<file path="src/rtl/instr_queue_param.sv">
// Parametrised in-order instruction queue feeding Tomasulo ALU/branch reservation stations.
// Optional same-cycle bypass of an enqueue into an empty queue: define IQ_BYPASS_EN.
module instr_queue_param #(
    parameter int DEPTH  = 8,
    parameter int NUM_RS = 4,
    parameter int XLEN   = 32
) (
    input  logic                    clk,
    input  logic                    rst,
    input  logic                    enq_valid,
    input  logic [XLEN-1:0]         enq_instr,
    input  logic [XLEN-1:0]         enq_pc,
    output logic                    enq_ready,
    input  logic                    flush,
    input  logic                    rob_full,
    input  logic [NUM_RS-1:0]       rs_empty,
    input  logic                    resbr_empty,
    output logic [NUM_RS-1:0]       rs_load,
    output logic                    resbr_load,
    output logic                    rob_load,
    output logic [XLEN-1:0]         deq_instr,
    output logic [XLEN-1:0]         deq_pc,
    output logic [$clog2(DEPTH):0]  count
);

    localparam int AW = $clog2(DEPTH);
    localparam logic [AW:0] PTR_ONE = 1;

    localparam logic [6:0] OP_BRANCH = 7'b1100011;
    localparam logic [6:0] OP_JAL    = 7'b1101111;
    localparam logic [6:0] OP_JALR   = 7'b1100111;

    logic [XLEN-1:0]   instr_mem [DEPTH];
    logic [XLEN-1:0]   pc_mem    [DEPTH];
    logic [AW:0]       head;
    logic [AW:0]       tail;
    logic              empty;
    logic              full;
    logic              bypass;
    logic              head_valid;
    logic              enq_fire;
    logic              is_branch;
    logic              alu_free;
    logic              issue;
    logic [NUM_RS-1:0] rs_pick;
    logic [6:0]        opcode;

    // Pointers carry an extra wrap bit so full and empty are distinguishable.
    assign empty = (head == tail);
    assign full  = (head[AW-1:0] == tail[AW-1:0]) && (head[AW] != tail[AW]);
    assign count = tail - head;

    assign enq_ready = !rst && !full;
    assign enq_fire  = enq_valid && enq_ready && !flush;

`ifdef IQ_BYPASS_EN
    assign bypass = empty && enq_valid && !flush && !rst;
`else
    assign bypass = 1'b0;
`endif

    assign head_valid = !empty || bypass;
    assign deq_instr  = bypass ? enq_instr : instr_mem[head[AW-1:0]];
    assign deq_pc     = bypass ? enq_pc    : pc_mem[head[AW-1:0]];
    assign opcode     = deq_instr[6:0];
    assign is_branch  = (opcode == OP_BRANCH) || (opcode == OP_JAL) || (opcode == OP_JALR);

    // Lowest-index free ALU station wins.
    always_comb begin
        rs_pick  = '0;
        alu_free = 1'b0;
        for (int i = 0; i < NUM_RS; i++) begin
            if (rs_empty[i] && !alu_free) begin
                rs_pick[i] = 1'b1;
                alu_free   = 1'b1;
            end
        end
    end

    // A blocked head stalls everything behind it; no out-of-order issue.
    assign issue = !rst && head_valid && !rob_full && !flush
                   && (is_branch ? resbr_empty : alu_free);

    assign rs_load    = (issue && !is_branch) ? rs_pick : '0;
    assign resbr_load = issue && is_branch;
    assign rob_load   = issue;

    always_ff @(posedge clk) begin
        if (enq_fire) begin
            instr_mem[tail[AW-1:0]] <= enq_instr;
            pc_mem[tail[AW-1:0]]    <= enq_pc;
        end
    end

    // A bypassed issue advances both pointers, so the written slot is consumed at once.
    always_ff @(posedge clk) begin
        if (rst || flush) begin
            head <= '0;
            tail <= '0;
        end else begin
            if (enq_fire) begin
                tail <= tail + PTR_ONE;
            end
            if (issue) begin
                head <= head + PTR_ONE;
            end
        end
    end

endmodule

</file>
<file path="config.mk">
export PLATFORM = sky130hd
export DESIGN_NAME = instr_queue_param
export DESIGN_NICKNAME = d
export VERILOG_FILES = /design/src/rtl/instr_queue_param.sv
export SDC_FILE = /design/constraint.sdc
export NUM_CORES = 1
export LEC_CHECK = 0
export ABC_AREA = 1
export CELL_PAD_IN_SITES_DETAIL_PLACEMENT = 0
export CELL_PAD_IN_SITES_GLOBAL_PLACEMENT = 1
export CORE_ASPECT_RATIO = 0.9
export CORE_MARGIN = 1.5
export CORE_UTILIZATION = 45
export CTS_CLUSTER_DIAMETER = 120
export DETAILED_ROUTE_END_ITERATION = 6
export PLACE_DENSITY_LB_ADDON = 0.1
export SYNTH_ARGS = -nofsm -noshare
export SYNTH_HDL_FRONTEND = slang
export SYNTH_SLANG_ARGS = --single-unit
</file>
<file path="constraint.sdc">
create_clock -name clk -period 16.65 [get_ports clk]
set_clock_uncertainty 0.1 [all_clocks]
set_input_delay 4.1625 -clock clk [delete_from_list [all_inputs] [get_ports clk]]
set_output_delay 4.1625 -clock clk [all_outputs]
set_load 0.05 [all_outputs]
</file>
==> results list <==
- The signal on the critical path passes through clkdlybuf4s50_1 -> nor2_1 -> inv_1 -> a211oi_1 -> nand3_4 -> clkinv_2 -> nand2_2 -> nor2_1 -> clkdlybuf4s50_1.
- For this run, the total global-route usage over all layers was measured as 0.203.
- For this run, design rule violations remaining after detail routing come to 0.
* DRT Wirelength: ~47 mm
- Final Hold Violating Endpoints: 0
- EDFF count, synth: 512
- Dominant register cell in the synthesized netlist: sky130_fd_sc_hd__edfxtp_1
- Maximum number of pins on one net before global-route repair: about 140
- At the worst endpoint, the required time is roughly 12000 ps.
- In this design, the largest share of critical-path delay is due to buffers and inverters.
* Startpoint kind of the worst setup timing path: input pin
* Number of global-route vias before repair: 12300
- Cell accounting for the most synthesized area: sky130_fd_sc_hd__edfxtp_1
- Chip height: 206 um
- Along the worst path, the maximum fanout reaches 8.
- Vias per std cell: 5.20
* Post-Synthesis Mean Instance Area: ~13 um^2
- Timing would allow up to 90.1 MHz.
- The floorplan step defined a die boundary enclosing approximately 47000 um^2.
- The number of antenna violations at the first check in global routing was 0.
* Hold Path Cell Cnt: 1
- Worst-case hold slack: about 390 ps
* Async set-reset flop share out of synthesis: 0
- The worst-case IR drop observed on VDD is approximately 76 uV.
- In the final layout, the share of cells above drive strength 1 is 0.0641.
- Transition time of the tightest slew-check pin: 1190 ps
* Signed area change from the synthesized netlist to the final layout: 18.3%
* Number of buffer cells added on primary ports: between 100 and 150
* Total congestion overflow: 0
* Combined area of all synthesized cells: between 20000 and 25000 um^2
- Gates resized during post-CTS repair numbered 0.
- Final period demand of the worst path: 11100 ps
* Site Rows: 74
* # hold bufs at CTS: 0
- Slew headroom: 0.209
- The first detailed-routing pass took 5 iterations.
- Area of the placeable core: roughly 45000 um^2
* Number of I/O pins: around 150
- Post-Synthesis Net Count: 1708
- Non-Filler Cell Area, Final: between 20000 and 25000 um^2
* TritonCTS clock tree: yes
- Final count of negative-setup-slack endpoints: 0
* RSZ-0062 raised after global routing: false
- Leak: approximately 8.3 nW
- The critical path in this run is classified as input pin to output pin.
- Aggregate negative setup slack: 0 ps
- The repair_antennas step left the layout with diodes totalling 0.
- The run finished with clean final reports.
* Slowest cell on the critical path: sky130_fd_sc_hd__clkdlybuf4s50_1
- Clock tree root buffer cell: sky130_fd_sc_hd__clkbuf_16
* Share of the synthesized area in the top cell type: 0.747
- Top area cells in the synthesized netlist: sky130_fd_sc_hd__edfxtp_1 75%, sky130_fd_sc_hd__nor2_1 7.6%, sky130_fd_sc_hd__o21ai_0 5.6%, sky130_fd_sc_hd__nand2_1 1.8%, sky130_fd_sc_hd__a31oi_1 1.7%
- Startpoint of the worst hold path: tail[3]
- In this run the power density over the cells is 112 nW/um^2.
- In this run the remaining antenna-violating nets after routing total 0.
- Weighted congestion at the end of routability-driven global placement: 0.754
- Detailed placement ended at an HPWL of between 20 and 25 mm.
- Nets@finish: ~1800
- Clock-pin slew was measured on the worst setup and hold paths at approximately 60 ps.
* Number of warnings printed during yosys synthesis: 0
* Count of unique library cells instantiated by Yosys: 31
- Synthesized instance count: between 1500 and 2000
* Period utilization: 0.667
- Setup slack after placement: 5520 ps
* H-tree level count: 2
- Combined buffer and inverter count along the critical path: 4
* Crit path largest cell delay: 800 ps
* Setup ws final: between 5000 and 6000 ps
* Critical path capture point type: output pin
* Area after detailed placement: about 23000 um^2
* Starting Density: 0.454
- Violation count after the first detailed-routing iteration: between 800 and 900
- The path with the worst hold slack has its endpoint at tail[3].
- Max-cap violations in this run came to 0.
* Slack of the worst reg-to-reg path: roughly 12000 ps
- Counting cells, the worst reg-to-reg path comes to 14.
- The final number of max-transition violations came to 0.
- Clock latency on the worst-skew pair, taken at its later pin, is approximately 580 ps.
* Wire length of the first global-routing pass: just over 70 mm
- Largest buffer count on any clock path: 3
- Layout Utilization: 0.538
- The synthesized design contains about 520 register bits.
- Hold Path Class: flip-flop to flip-flop
* Die X: around 230 um
- Total via count after detailed routing: between 10000 and 15000
* Signal arrival time at the worst endpoint: 6840 ps
- Share of synthesized area occupied by flip-flops and latches: 0.758
- CTS saw 523 sinks.
- Inserted Clock Buffers: between 50 and 60
- Post-CTS timing repair inserted 0 buffers for setup.
* Drt wl/cell: between 15 and 20 um
## how the worst max path moves through the flow
stage | cells past startpoint | start | endpoint | slack [ps]
floorplan | 7 | rst | rs_load[0] | 6290
global placement | 9 | rst | rs_load[1] | 5580
CTS | 9 | rst | rs_load[3] | 5510
global route | 9 | rst | rs_load[3] | 5320
detailed placement | 9 | rst | rs_load[3] | 5520
finish | 9 | rst | rs_load[3] | 5550
## layout by cell type, fill, tap and decap left out, types with 36 or more instances in the layout
| master | synthesis | routed |
|---|---|---|
| sky130_fd_sc_hd__clkbuf_16 | 0 | 54 |
| sky130_fd_sc_hd__nand3_1 | 36 | 36 |
| sky130_fd_sc_hd__o22ai_1 | 57 | 57 |
| sky130_fd_sc_hd__nand2_1 | 99 | 99 |
| sky130_fd_sc_hd__a31oi_1 | 57 | 57 |
| sky130_fd_sc_hd__edfxtp_1 | 512 | 512 |
| sky130_fd_sc_hd__inv_1 | 70 | 68 |
| sky130_fd_sc_hd__o21ai_0 | 231 | 231 |
| sky130_fd_sc_hd__nor2_1 | 419 | 413 |
| sky130_fd_sc_hd__clkdlybuf4s50_1 | 0 | 148 |
## final cells by class
type | count | area, um^2
clock buffers | 60 | 1370
clock inverters | 38 | 359
fillers | 3816 | 20900
inverters | 72 | 282
multi-input cells | 934 | 4340
flip-flops and latches | 523 | 15600
well taps | 608 | 761
repair buffers | 167 | 1620
## kinds of logic after synthesis
kind of cell,Yosys count,share of synthesized area
and+or+nand+nor,568,0.109
DFF,523,0.758
AOI/OAI and AO/OA,355,0.0936
buffers and inverters,171,0.0336
adders and majority gates,6,0.00401
xor gates and xnor gates,5,0.00213
## cell usage after synthesis, drive strengths merged (2+ instances only)
library cell / instances
edfxtp: 512
nor2: 421
o21ai: 231
nand2: 102
inv: 71
clkbuf: 61
a31oi: 57
o22ai: 57
buf: 38
nand3: 38
dfxtp: 11
a21oi: 8
ha: 5
nor3: 4
nand4: 3
xor2: 3
xnor2: 2
## per-stage QoR
| stage | instances | total power [mW] |
|---|---|---|
| after floorplan | 1628 | 1.52 |
| after global placement | 2304 | 1.56 |
| after detailed placement | 2304 | 1.57 |
| after CTS | 2402 | 2.75 |
| after global routing | 2402 | 2.80 |
| final | 2402 | 2.72 |
## metal layers
metal  wire, um  GRT usage  share of wire
met1      21800      0.273           0.46
met2      22300      0.341           0.47
met3       1920     0.0301          0.041
met4       1120     0.0679          0.024
met5          0          0              0
## where the power goes
| group | internal, mW | leakage (nW) | total, mW | switching [mW] |
|---|---|---|---|---|
| registers | 1.45 | 4.70 | 1.45 | 0.00177 |
| clock network | 0.698 | 0.856 | 1.18 | 0.483 |
| logic | 0.0306 | 2.75 | 0.0851 | 0.0546 |
## registers in the layout, summed over array words and instances (netlist names), named ones only
signal     cells
head           4
tail           4
instr_mem    256
pc_mem       256
## worst reg2reg max path: stages (launching register included)
cell,delay (ps)
sky130_fd_sc_hd__dfxtp_4,680
sky130_fd_sc_hd__inv_6,900
sky130_fd_sc_hd__buf_4,1170
sky130_fd_sc_hd__nand2_1,140
sky130_fd_sc_hd__nand3_1,120
sky130_fd_sc_hd__nand2_1,60
sky130_fd_sc_hd__nand2_1,70
sky130_fd_sc_hd__nand2_1,120
sky130_fd_sc_hd__nor2_2,210
sky130_fd_sc_hd__nand2_2,110
sky130_fd_sc_hd__nand2_4,90
sky130_fd_sc_hd__nand3_4,100
sky130_fd_sc_hd__nand2_1,100
sky130_fd_sc_hd__nand2_1,50
sky130_fd_sc_hd__nor2_1,130
Power figures use the tool's default switching activity.
